File: src/rtl/mem_access_ctrl_pkg.sv
// Shared definitions for the memory access controller: default geometry,
// FSM state encoding and the address range helper.
package mem_access_ctrl_pkg;

  // Default RAM word-address width and ack wait limit.
  localparam int ADDR_W_DEF  = 9;
  localparam int TIMEOUT_DEF = 15;

  // FSM state encoding.
  localparam logic [2:0] S_IDLE    = 3'd0;
  localparam logic [2:0] S_RD_WAIT = 3'd1;
  localparam logic [2:0] S_WR_WAIT = 3'd2;
  localparam logic [2:0] S_RD_LOAD = 3'd3;
  localparam logic [2:0] S_FIN     = 3'd4;
  localparam logic [2:0] S_ERR     = 3'd5;

  // True when every address bit above the RAM word range is zero.
  function automatic logic addr_in_range(input logic [31:0] addr, input int aw);
    return (addr >> aw) == 32'd0;
  endfunction

endpackage

File: src/rtl/mem_access_ctrl_wait_timer.sv
// Ack wait counter: cleared while idle, counts unacknowledged wait cycles,
// flags the last allowed wait cycle.
module wait_timer #(
  parameter int TIMEOUT = 15
) (
  input  logic clock,
  input  logic reset_n,
  input  logic clear,
  input  logic enable,
  output logic expired
);

  localparam logic [7:0] LIMIT = 8'(TIMEOUT - 1);

  logic [7:0] cnt;

  // Count wait cycles; clear has priority over enable.
  always_ff @(posedge clock or negedge reset_n) begin
    if (!reset_n)    cnt <= '0;
    else if (clear)  cnt <= '0;
    else if (enable) cnt <= cnt + 8'd1;
  end

  assign expired = (cnt == LIMIT);

endmodule

File: src/rtl/mem_access_ctrl.sv
// Memory access controller: turns single read/write requests from the
// control unit into a held-until-ack RAM handshake, loads read data into
// the MDR and reports completion, range/conflict errors and ack timeouts.
module mem_access_ctrl
  import mem_access_ctrl_pkg::*;
#(
  parameter int ADDR_W  = ADDR_W_DEF,
  parameter int TIMEOUT = TIMEOUT_DEF
) (
  input  logic              clock,
  input  logic              reset_n,
  input  logic [31:0]       mar_q,
  input  logic [31:0]       mdr_q,
  input  logic              rd_req,
  input  logic              wr_req,
  output logic              busy,
  output logic              done,
  output logic              err,
  output logic [31:0]       mdata_in,
  output logic              mdr_read,
  output logic              mdr_in,
  output logic [ADDR_W-1:0] mem_addr,
  output logic [31:0]       mem_wdata,
  output logic              mem_req,
  output logic              mem_we,
  input  logic [31:0]       mem_rdata,
  input  logic              mem_ack
);

  logic [2:0]        state, state_nx;
  logic [ADDR_W-1:0] addr_r;
  logic [31:0]       wdata_r;
  logic [31:0]       rdata_r;
  logic              in_wait;
  logic              expired;
  logic              accept;

  assign in_wait = (state == S_RD_WAIT) || (state == S_WR_WAIT);
  // A clean request: exactly one of read/write, address inside the RAM.
  assign accept  = (state == S_IDLE) && (rd_req ^ wr_req) && addr_in_range(mar_q, ADDR_W);

  wait_timer #(.TIMEOUT(TIMEOUT)) u_wait_timer (
    .clock   (clock),
    .reset_n (reset_n),
    .clear   (state == S_IDLE),
    .enable  (in_wait && !mem_ack),
    .expired (expired)
  );

  // Next-state decode.
  always_comb begin
    state_nx = S_IDLE;
    case (state)
      S_IDLE: begin
        state_nx = S_IDLE;
        if (rd_req && wr_req)     state_nx = S_ERR;
        else if (accept)          state_nx = rd_req ? S_RD_WAIT : S_WR_WAIT;
        else if (rd_req || wr_req) state_nx = S_ERR;
      end
      S_RD_WAIT: begin
        state_nx = S_RD_WAIT;
        if (mem_ack)      state_nx = S_RD_LOAD;
        else if (expired) state_nx = S_ERR;
      end
      S_WR_WAIT: begin
        state_nx = S_WR_WAIT;
        if (mem_ack)      state_nx = S_FIN;
        else if (expired) state_nx = S_ERR;
      end
      default: state_nx = S_IDLE;
    endcase
  end

  // State register.
  always_ff @(posedge clock or negedge reset_n) begin
    if (!reset_n) state <= S_IDLE;
    else          state <= state_nx;
  end

  // Address/write-data capture on an accepted request, so the RAM side
  // stays stable even if the MAR/MDR change during the wait.
  always_ff @(posedge clock or negedge reset_n) begin
    if (!reset_n) begin
      addr_r  <= '0;
      wdata_r <= '0;
    end else if (accept) begin
      addr_r <= mar_q[ADDR_W-1:0];
      if (wr_req) wdata_r <= mdq_sel(mdr_q);
    end
  end

  // Identity helper keeps the write-data capture explicit at 32 bits.
  function automatic logic [31:0] mdq_sel(input logic [31:0] d);
    return d;
  endfunction

  // Read data captured on the acknowledging cycle of a read.
  always_ff @(posedge clock or negedge reset_n) begin
    if (!reset_n)                          rdata_r <= '0;
    else if (state == S_RD_WAIT && mem_ack) rdata_r <= mem_rdata;
  end

  // Outputs decoded from state or driven from registers only.
  assign busy      = (state != S_IDLE);
  assign done      = (state == S_RD_LOAD) || (state == S_FIN) || (state == S_ERR);
  assign err       = (state == S_ERR);
  assign mem_req   = in_wait;
  assign mem_we    = (state == S_WR_WAIT);
  assign mdr_read  = (state == S_RD_LOAD);
  assign mdr_in    = (state == S_RD_LOAD);
  assign mem_addr  = addr_r;
  assign mem_wdata = wdata_r;
  assign mdata_in  = rdata_r;

endmodule

File: config.mk
export PLATFORM = sky130hd
export DESIGN_NAME = mem_access_ctrl
export DESIGN_NICKNAME = d
export VERILOG_FILES = /design/src/rtl/mem_access_ctrl_pkg.sv /design/src/rtl/mem_access_ctrl_wait_timer.sv /design/src/rtl/mem_access_ctrl.sv
export SDC_FILE = /design/constraint.sdc
export NUM_CORES = 1
export LEC_CHECK = 0
export BUFFER_PORTS_ARGS = -buffer_cell sky130_fd_sc_hd__buf_2
export CAP_MARGIN = 20
export CORE_UTILIZATION = 49
export DETAILED_ROUTE_END_ITERATION = 10
export GPL_TIMING_DRIVEN = 0
export PLACE_DENSITY = 0.91
export SLEW_MARGIN = 25
export SYNTH_ARGS = -nofsm -noshare
export SYNTH_HDL_FRONTEND = slang
export SYNTH_SLANG_ARGS = --single-unit
File: constraint.sdc
create_clock -name clock -period 4.85 [get_ports clock]
set_input_delay 1.2125 -clock clock [delete_from_list [all_inputs] [get_ports clock]]
set_output_delay 1.2125 -clock clock [all_outputs]
set_load 0.05 [all_outputs]
==> results.md, run 1 <==
- Element type at the critical path end: register
- Power density over the cells: 537.6 nW/um2
- Total leakage power: 0.002621 uW
- Kind of cell adding the most delay to the critical path: simple AND/OR/NAND/NOR gates
- Fin crit period: 3.223 ns
- Synthesized instance count: 238
- RSZ-0062 raised after global routing: false
- Power, Total: 2604 uW
- Worst Clk Skew: 0.01105 ns
- Area share of the largest cell type after synthesis: 58.13%
- Startpoint types: input pin
- Synthesized net count: 343
- Share of the clock period used by the worst path after layout: 66.45%
- Worst endpoint required time: 5.08 ns
- Synth unique cells: 36
- Total of endpoints with negative setup slack in the final report: 0
- Post-Syn Area: 3616 um2
- Wire length after detailed routing: 8.126 mm
- Count of buffers inserted at the top-level ports: 180
- Per-instance average area after synthesis: 15.19 um2
- Number of nets still failing antenna checks after routing: 0
- Worst hold path type: register to register
- Starting density of the core: 52.07%
- Post-synth EDFFs: 0
- Share of cells above drive strength 1: 65.29%
- DIE HEIGHT: 87.91 um
- Clock tree buffer depth: 2
- Maximum level of the CTS H-tree: 3
- Rows: 30
- GR Overflow Total: 0
- Count of TritonRoute iterations in the first routing pass: 4
- Drt first-iter violations: 81
- Post-layout net count: 535
- Main synth FF type: sky130_fd_sc_hd__dfrtp_1
- # fillers: 500
- Routed WL per cell: 15.30 um
- Relative slew margins: 56.74%
- Number of diodes added for antenna fixing: 0
- Sequential-to-total area share from yosys stat: 58.13%
- Hold-fix buffer count after cts: 0
- Maxcap violations: 0
- Cell with the largest stage delay on the worst path: sky130_fd_sc_hd__nor4_4
- Buffers inserted by post-CTS timing repair: 0
- Status: finished, final reports clean
- Proportion of register bits with asynchronous set or reset after synthesis: 100.0%
- Type of the worst setup path: input pin to register
- Total I/O pin count: 181
- Placeable core region: 6944 um2
- Sinks on the clock net: 84
- Number of global-route vias before repair: 2599
- DRC violation count after routing: 0
- Synth warn: 0
- Critical Path Fanout Max: 10
- Delay of the slowest cell on the worst path: 0.52 ns
- HPWL reported at the end of detailed placement: 6.486 mm
- Total track usage: 21.22%
- Resized cells post-CTS: 0
- Latest clock arrival within the worst-skew pair: 0.35 ns
- Achievable frequency: 310.3 MHz
- Data arrival at the endpoint of the critical path: 3.45 ns
- Wire length of the first global-routing pass: 12.14 mm
- Leading post-synthesis cells by cell area: sky130_fd_sc_hd__dfrtp_1, sky130_fd_sc_hd__mux2_2, sky130_fd_sc_hd__mux2_4
- Clock transition time at the flip-flop clock pins of the worst setup and hold paths: 0.08 ns
- Synth-to-layout area growth: 33.94%
- Number of buffers created by CTS: 9
- Top cell types by occurrence after synthesis: sky130_fd_sc_hd__dfrtp_1, sky130_fd_sc_hd__mux2_2, sky130_fd_sc_hd__mux2_4, sky130_fd_sc_hd__nand2_1, sky130_fd_sc_hd__nor2_1
- Final hold vios: 0
- Flop and latch count out of synthesis: 84
- Pin count of the biggest net entering global routing: 44
- Horizontal die dimension: 87.91 um
- Initial antenna violation count: 0
- Total Die Area: 7727 um2
- Via-per-instance ratio: 4.940
- Final total negative setup slack: 0 ns
- Buffers and inverters on the worst path: 3
- Most repeated cell in the gate-level netlist after synthesis: sky130_fd_sc_hd__dfrtp_1
- Via count of the routed design: 2623
- CTS tree: built
- GP Congestion: 0.8113
- Largest voltage drop on the vdd net: 0.0001691 V
- CP cell instances: buf_2 -> inv_1 -> ha_1 -> nor4b_1 -> nand4_2 -> nor4_4 -> buf_6 -> mux2_4
- Post-synth top area cell: sky130_fd_sc_hd__dfrtp_1
- Slew at the pin closest to its max-slew limit: 0.6399 ns
- CTS Root Cell: sky130_fd_sc_hd__clkbuf_8
- Slew Viols, Final: 0
[layer usage]
metal	global-route usage [%]	vias to the layer above	routed length, um	share of wire, %
li1	-	1242	-	-
met1	24.47	1242	3266	40
met2	37.98	132	4138	51
met3	4.995	7	638	7.9
met4	8.495	0	82	1.0
met5	0	-	0	0
[per-stage QoR]
stage          setup slack (ns)  std cells  hold slack [ns]  cell area, um2  utilization (%)
5_1_grt                   1.510        531           0.5186            4843            69.75
2_1_floorplan             1.770        238           0.4522            3616                -
6_report                  1.627        531           0.4994            4843            69.75
4_1_cts                   1.603        531           0.5024            4843            69.75
3_5_place_dp              1.236        515           0.4893            4659            67.10
3_3_place_gp              1.282        514           0.4776            4637            66.77
[worst reg2reg max path: stages, from the launching register on]
cell and delay, ns:
sky130_fd_sc_hd__dfrtp_1 0.38, sky130_fd_sc_hd__buf_6 0.14, sky130_fd_sc_hd__nor3_4 0.32, sky130_fd_sc_hd__inv_2 0.18
sky130_fd_sc_hd__nor4_4 0.51, sky130_fd_sc_hd__buf_6 0.25, sky130_fd_sc_hd__mux2_4 0.33
[cell families after synthesis]
kind of cell	share of synthesized area, %
DFF	58.13
buffers and inverters	2.387
muxes	27.23
AOI/OAI and AO/OA	1.696
adders and majority gates	1.384
xor gates and xnor gates	0.7268
and+or+nand+nor	8.443
[cell usage in the layout, fill, tap and decap left out, types with 2 or more instances in the layout]
master / synthesis / routed
sky130_fd_sc_hd__clkbuf_8: 0 / 9
sky130_fd_sc_hd__mux2_4: 30 / 30
sky130_fd_sc_hd__mux2_2: 43 / 43
sky130_fd_sc_hd__nor2_1: 9 / 9
sky130_fd_sc_hd__dfrtp_1: 84 / 84
sky130_fd_sc_hd__buf_4: 1 / 2
sky130_fd_sc_hd__nor4_1: 7 / 7
sky130_fd_sc_hd__nand3_1: 2 / 2
sky130_fd_sc_hd__inv_6: 0 / 2
sky130_fd_sc_hd__xnor2_1: 3 / 3
sky130_fd_sc_hd__ha_1: 4 / 4
sky130_fd_sc_hd__buf_6: 4 / 4
sky130_fd_sc_hd__buf_2: 3 / 182
sky130_fd_sc_hd__mux2i_1: 5 / 5
sky130_fd_sc_hd__nand2b_1: 3 / 3
sky130_fd_sc_hd__nor3_1: 2 / 2
sky130_fd_sc_hd__and3_1: 2 / 2
sky130_fd_sc_hd__nand2_1: 10 / 10
sky130_fd_sc_hd__nor3_4: 2 / 2
sky130_fd_sc_hd__nor4b_1: 2 / 2
sky130_fd_sc_hd__inv_1: 4 / 4
sky130_fd_sc_hd__clkinvlp_4: 0 / 3
sky130_fd_sc_hd__o21ai_0: 2 / 2
[worst paths after layout]
kind / start / end / slack, ns / cells past startpoint
max: rd_req / mem_wdata[17] / 1.63 / 8
min: u_wait_timer.cnt[4] / u_wait_timer.cnt[4] / 0.50 / 1
max reg2reg: state[2] / mem_wdata[17] / 2.64 / 6
min reg2reg: u_wait_timer.cnt[4] / u_wait_timer.cnt[4] / 0.50 / 1
max in group asynchronous: reset_n / u_wait_timer.cnt[7] / 3.41 / 2
min in group asynchronous: reset_n / mdata_in[14] / 0.83 / 1
[report_power, final]
| part | switching (uW) | internal, uW |
|---|---|---|
| clock | 261 | 194 |
| sequential | 89.5 | 857 |
| combinational | 854 | 348 |
| total | 1200 | 1400 |
[registers in the layout, summed over array words and instances, names as in the netlist]
name and cells:
mdata_in 32, mem_addr 9, mem_wdata 32, state 3
u_wait_timer.cnt 8
[layout make-up]
cell class	count	area [um2]	share of cell area (%)
well taps	96	120.1	2.480
multi-input cells	141	1428	29.48
clock buffers	9	123.9	2.557
flip-flops and latches	84	2102	43.40
repair buffers	181	923.4	19.06
clock inverters	7	60.06	1.240
plain buffers	8	67.56	1.395
inverters	5	18.77	0.3875
(Power assumes the default switching activity.)
==> run 2, diff against run 1 <==
- ABC_AREA: unset -> 1
- CORE_UTILIZATION: 49 -> 42
- PLACE_DENSITY: 0.91 -> 0.83
- clock period: 4.85 -> 2.7 ns (I/O delays scaled with it)
==> run 2 against run 1 <==
Clock skew increased by 0.0036 ns. Power grew 73%. Final cell count up 47%. Via count increased by 39%. Worst setup slack lost 1.4 ns. Flip-flop and latch count is the same. Cell area grew 4.4%. Die area rose by 22%. Area after synthesis increased by 4.8%.
==> results.md, run 2 <==
- Worst-case setup margin in the final layout: 0.2597 ns
- Flop and latch count out of synthesis: 84
- Count of buffers inserted at the top-level ports: 180
- Number of nets still failing antenna checks after routing: 0
- Initial antenna violation count: 0
- Rows: 34
- Fin crit period: 2.440 ns
- Total of endpoints with negative setup slack in the final report: 0
- DRC violation count after routing: 0
- Share of the core filled with cells in the final layout: 57.96%
- Post-Place Worst Slack: -0.2991 ns
- Total track usage: 20.85%
- Reg-to-reg endpoint: mdata_in[4]
- Buffers and inverters on the worst path: 5
- Sinks on the clock net: 84
- Total Die Area: 9407 um2
- Achievable frequency: 409.8 MHz
- Worst Clk Skew: 0.01461 ns
- Number of buffers created by CTS: 9
- Clock transition time at the flip-flop clock pins of the worst setup and hold paths: 0.09 ns
- GR Overflow Total: 0
- DIE HEIGHT: 96.99 um
- Total area of multi-input combinational cells: 1395 um2
- Post-Syn Area: 3790 um2
- Main synth FF type: sky130_fd_sc_hd__dfrtp_1
- Sequential-to-total area share from yosys stat: 55.46%
- Leading post-synthesis cells by cell area: sky130_fd_sc_hd__dfrtp_1, sky130_fd_sc_hd__nand2_1, sky130_fd_sc_hd__nand3_1
- Startpoint types: input pin
- Synthesized net count: 578
- Kind of cell adding the most delay to the critical path: buffers and inverters
- Footprint of the flip-flops and latches: 2102 um2
- CTS Root Cell: sky130_fd_sc_hd__clkbuf_8
- Top cell types by occurrence after synthesis: sky130_fd_sc_hd__nand2_1, sky130_fd_sc_hd__dfrtp_1, sky130_fd_sc_hd__nand3_1, sky130_fd_sc_hd__inv_1, sky130_fd_sc_hd__nor2_1
- Most repeated cell in the gate-level netlist after synthesis: sky130_fd_sc_hd__nand2_1
- Relative slew margins: 71.80%
- Slew at the pin closest to its max-slew limit: 0.4230 ns
- Share of cells above drive strength 1: 33.28%
- Synth unique cells: 24
- Largest voltage drop on the vdd net: 0.0004510 V
- Post-synth top area cell: sky130_fd_sc_hd__dfrtp_1
- Proportion of register bits with asynchronous set or reset after synthesis: 100.0%
- Starting density of the core: 43.46%
- Most common library cell in the layout ignoring fill and taps: sky130_fd_sc_hd__nand2_1
- Data arrival at the endpoint of the critical path: 2.67 ns
- Post-layout net count: 770
- Fin cells: 778
- Pin count of the biggest net entering global routing: 54
- Total I/O pin count: 181
- Worst hold path type: input pin to asynchronous set/reset pin
- Delay of the slowest cell on the worst path: 0.31 ns
- Most frequent cells in the layout: sky130_fd_sc_hd__nand2_1, sky130_fd_sc_hd__buf_2, sky130_fd_sc_hd__dfrtp_1
- Critical Path Fanout Max: 10
- Synthesized instance count: 473
- Worst endpoint required time: 2.93 ns
- Count of TritonRoute iterations in the first routing pass: 6
- Type of the worst setup path: input pin to register
- Total leakage power: 0.003156 uW
- Number of diodes added for antenna fixing: 0
- CP cell instances: buf_2 -> clkbuf_1 -> clkbuf_2 -> inv_1 -> ha_1 -> nand4_1 -> nor2_1 -> nand2_1 -> nor2_8 -> nand2_4 -> buf_6 -> nand2_1 -> nand2_1
- Depth of the most critical reg-to-reg path: 7
- Wire length after detailed routing: 9.253 mm
- Clock tree buffer depth: 2
- Worst R2R Setup Slack: 1.09 ns
- Power, Total: 4510 uW
- Maximum level of the CTS H-tree: 3
- Element type at the critical path end: register
- Per-instance average area after synthesis: 8.012 um2
- Area share of the largest cell type after synthesis: 55.46%
- Maxcap violations: 0
- Routed WL per cell: 11.89 um
- HPWL reported at the end of detailed placement: 7.152 mm
- Synth-to-layout area growth: 33.38%
- Post-synth EDFFs: 0
- Cell count after placement: 762
- Share of the clock period used by the worst path after layout: 90.38%
- Cell with the largest stage delay on the worst path: sky130_fd_sc_hd__clkbuf_1
- Placeable core region: 8721 um2
- Final total negative setup slack: 0 ns
- Launch point of the worst reg-to-reg path: state[2]
- Horizontal die dimension: 96.99 um
- Wire length of the first global-routing pass: 15.77 mm
- Latest clock arrival within the worst-skew pair: 0.35 ns
- Via-per-instance ratio: 4.689
- Most common cell on crit path: sky130_fd_sc_hd__nand2_1
- Slew Viols, Final: 0
- Status: finished, final reports clean
- GP Congestion: 0.8650
- Drt first-iter violations: 148
- CTS tree: built
- Final hold vios: 0
- Number of global-route vias before repair: 3441
- Synth warn: 0
- Power density over the cells: 892.2 nW/um2
- Via count of the routed design: 3648
- RSZ-0062 raised after global routing: false
- # fillers: 807
[run 2: where the power goes]
| part | switching [uW] | internal, uW | total (uW) |
|---|---|---|---|
| sequential | 137 | 1510 | 1650 |
| clock | 468 | 434 | 903 |
| combinational | 1520 | 434 | 1960 |
| total | 2130 | 2380 | 4510 |
[run 2: kinds of logic after synthesis]
group	Yosys count	synth area share [%]
AND/OR/NAND/NOR	309	33.87
XOR/XNOR	1	0.2311
AO/OA/AOI/OAI	10	1.387
flip-flops	84	55.46
buffers and inverters	65	7.725
adder cells (fa/ha/maj)	4	1.321
[run 2: area by class of cell]
type / instances / share of cell area, %
sequential: 84 / 41.58
buffer: 18 / 2.327
tap: 108 / 2.673
multi-input combinational: 324 / 27.60
clock buffer: 10 / 2.525
inverter: 47 / 3.490
clock inverter: 6 / 1.386
timing repair buffer: 181 / 18.42
[run 2: worst max-delay path by stage]
stage,start,to,slack (ns),cells past startpoint
final,wr_req,mem_wdata[30],0.26,13
after global routing,wr_req,mem_wdata[29],0.03,13
after CTS,wr_req,mem_wdata[30],0.07,13
after detailed placement,wr_req,mem_wdata[6],-0.30,13
after global placement,wr_req,mem_wdata[29],-0.27,13
after floorplan,wr_req,mem_wdata[0],0.24,12
[run 2: routing by layer]
metal  global-route usage, %  wire (um)
met1                   26.46       3960
met2                   34.72       4397
met3                   4.697        728
met4                   7.922        167
met5                       0          0
[run 2: what timing repair did]
action                                  4_1_cts  5_1_grt
hold endpoints to repair                      0        0
endpoints found under the setup margin        0       40
hold buffers                                  0        0
gates resized for setup                       0        1
setup buffers                                 0        0
[run 2: through the flow]
stage	hold WS [ns]	area, um2
2_1_floorplan	0.3794	3790
3_3_place_gp	0.4481	4826
3_5_place_dp	0.4539	4856
4_1_cts	0.2478	5054
5_1_grt	0.2553	5055
6_report	0.2488	5055
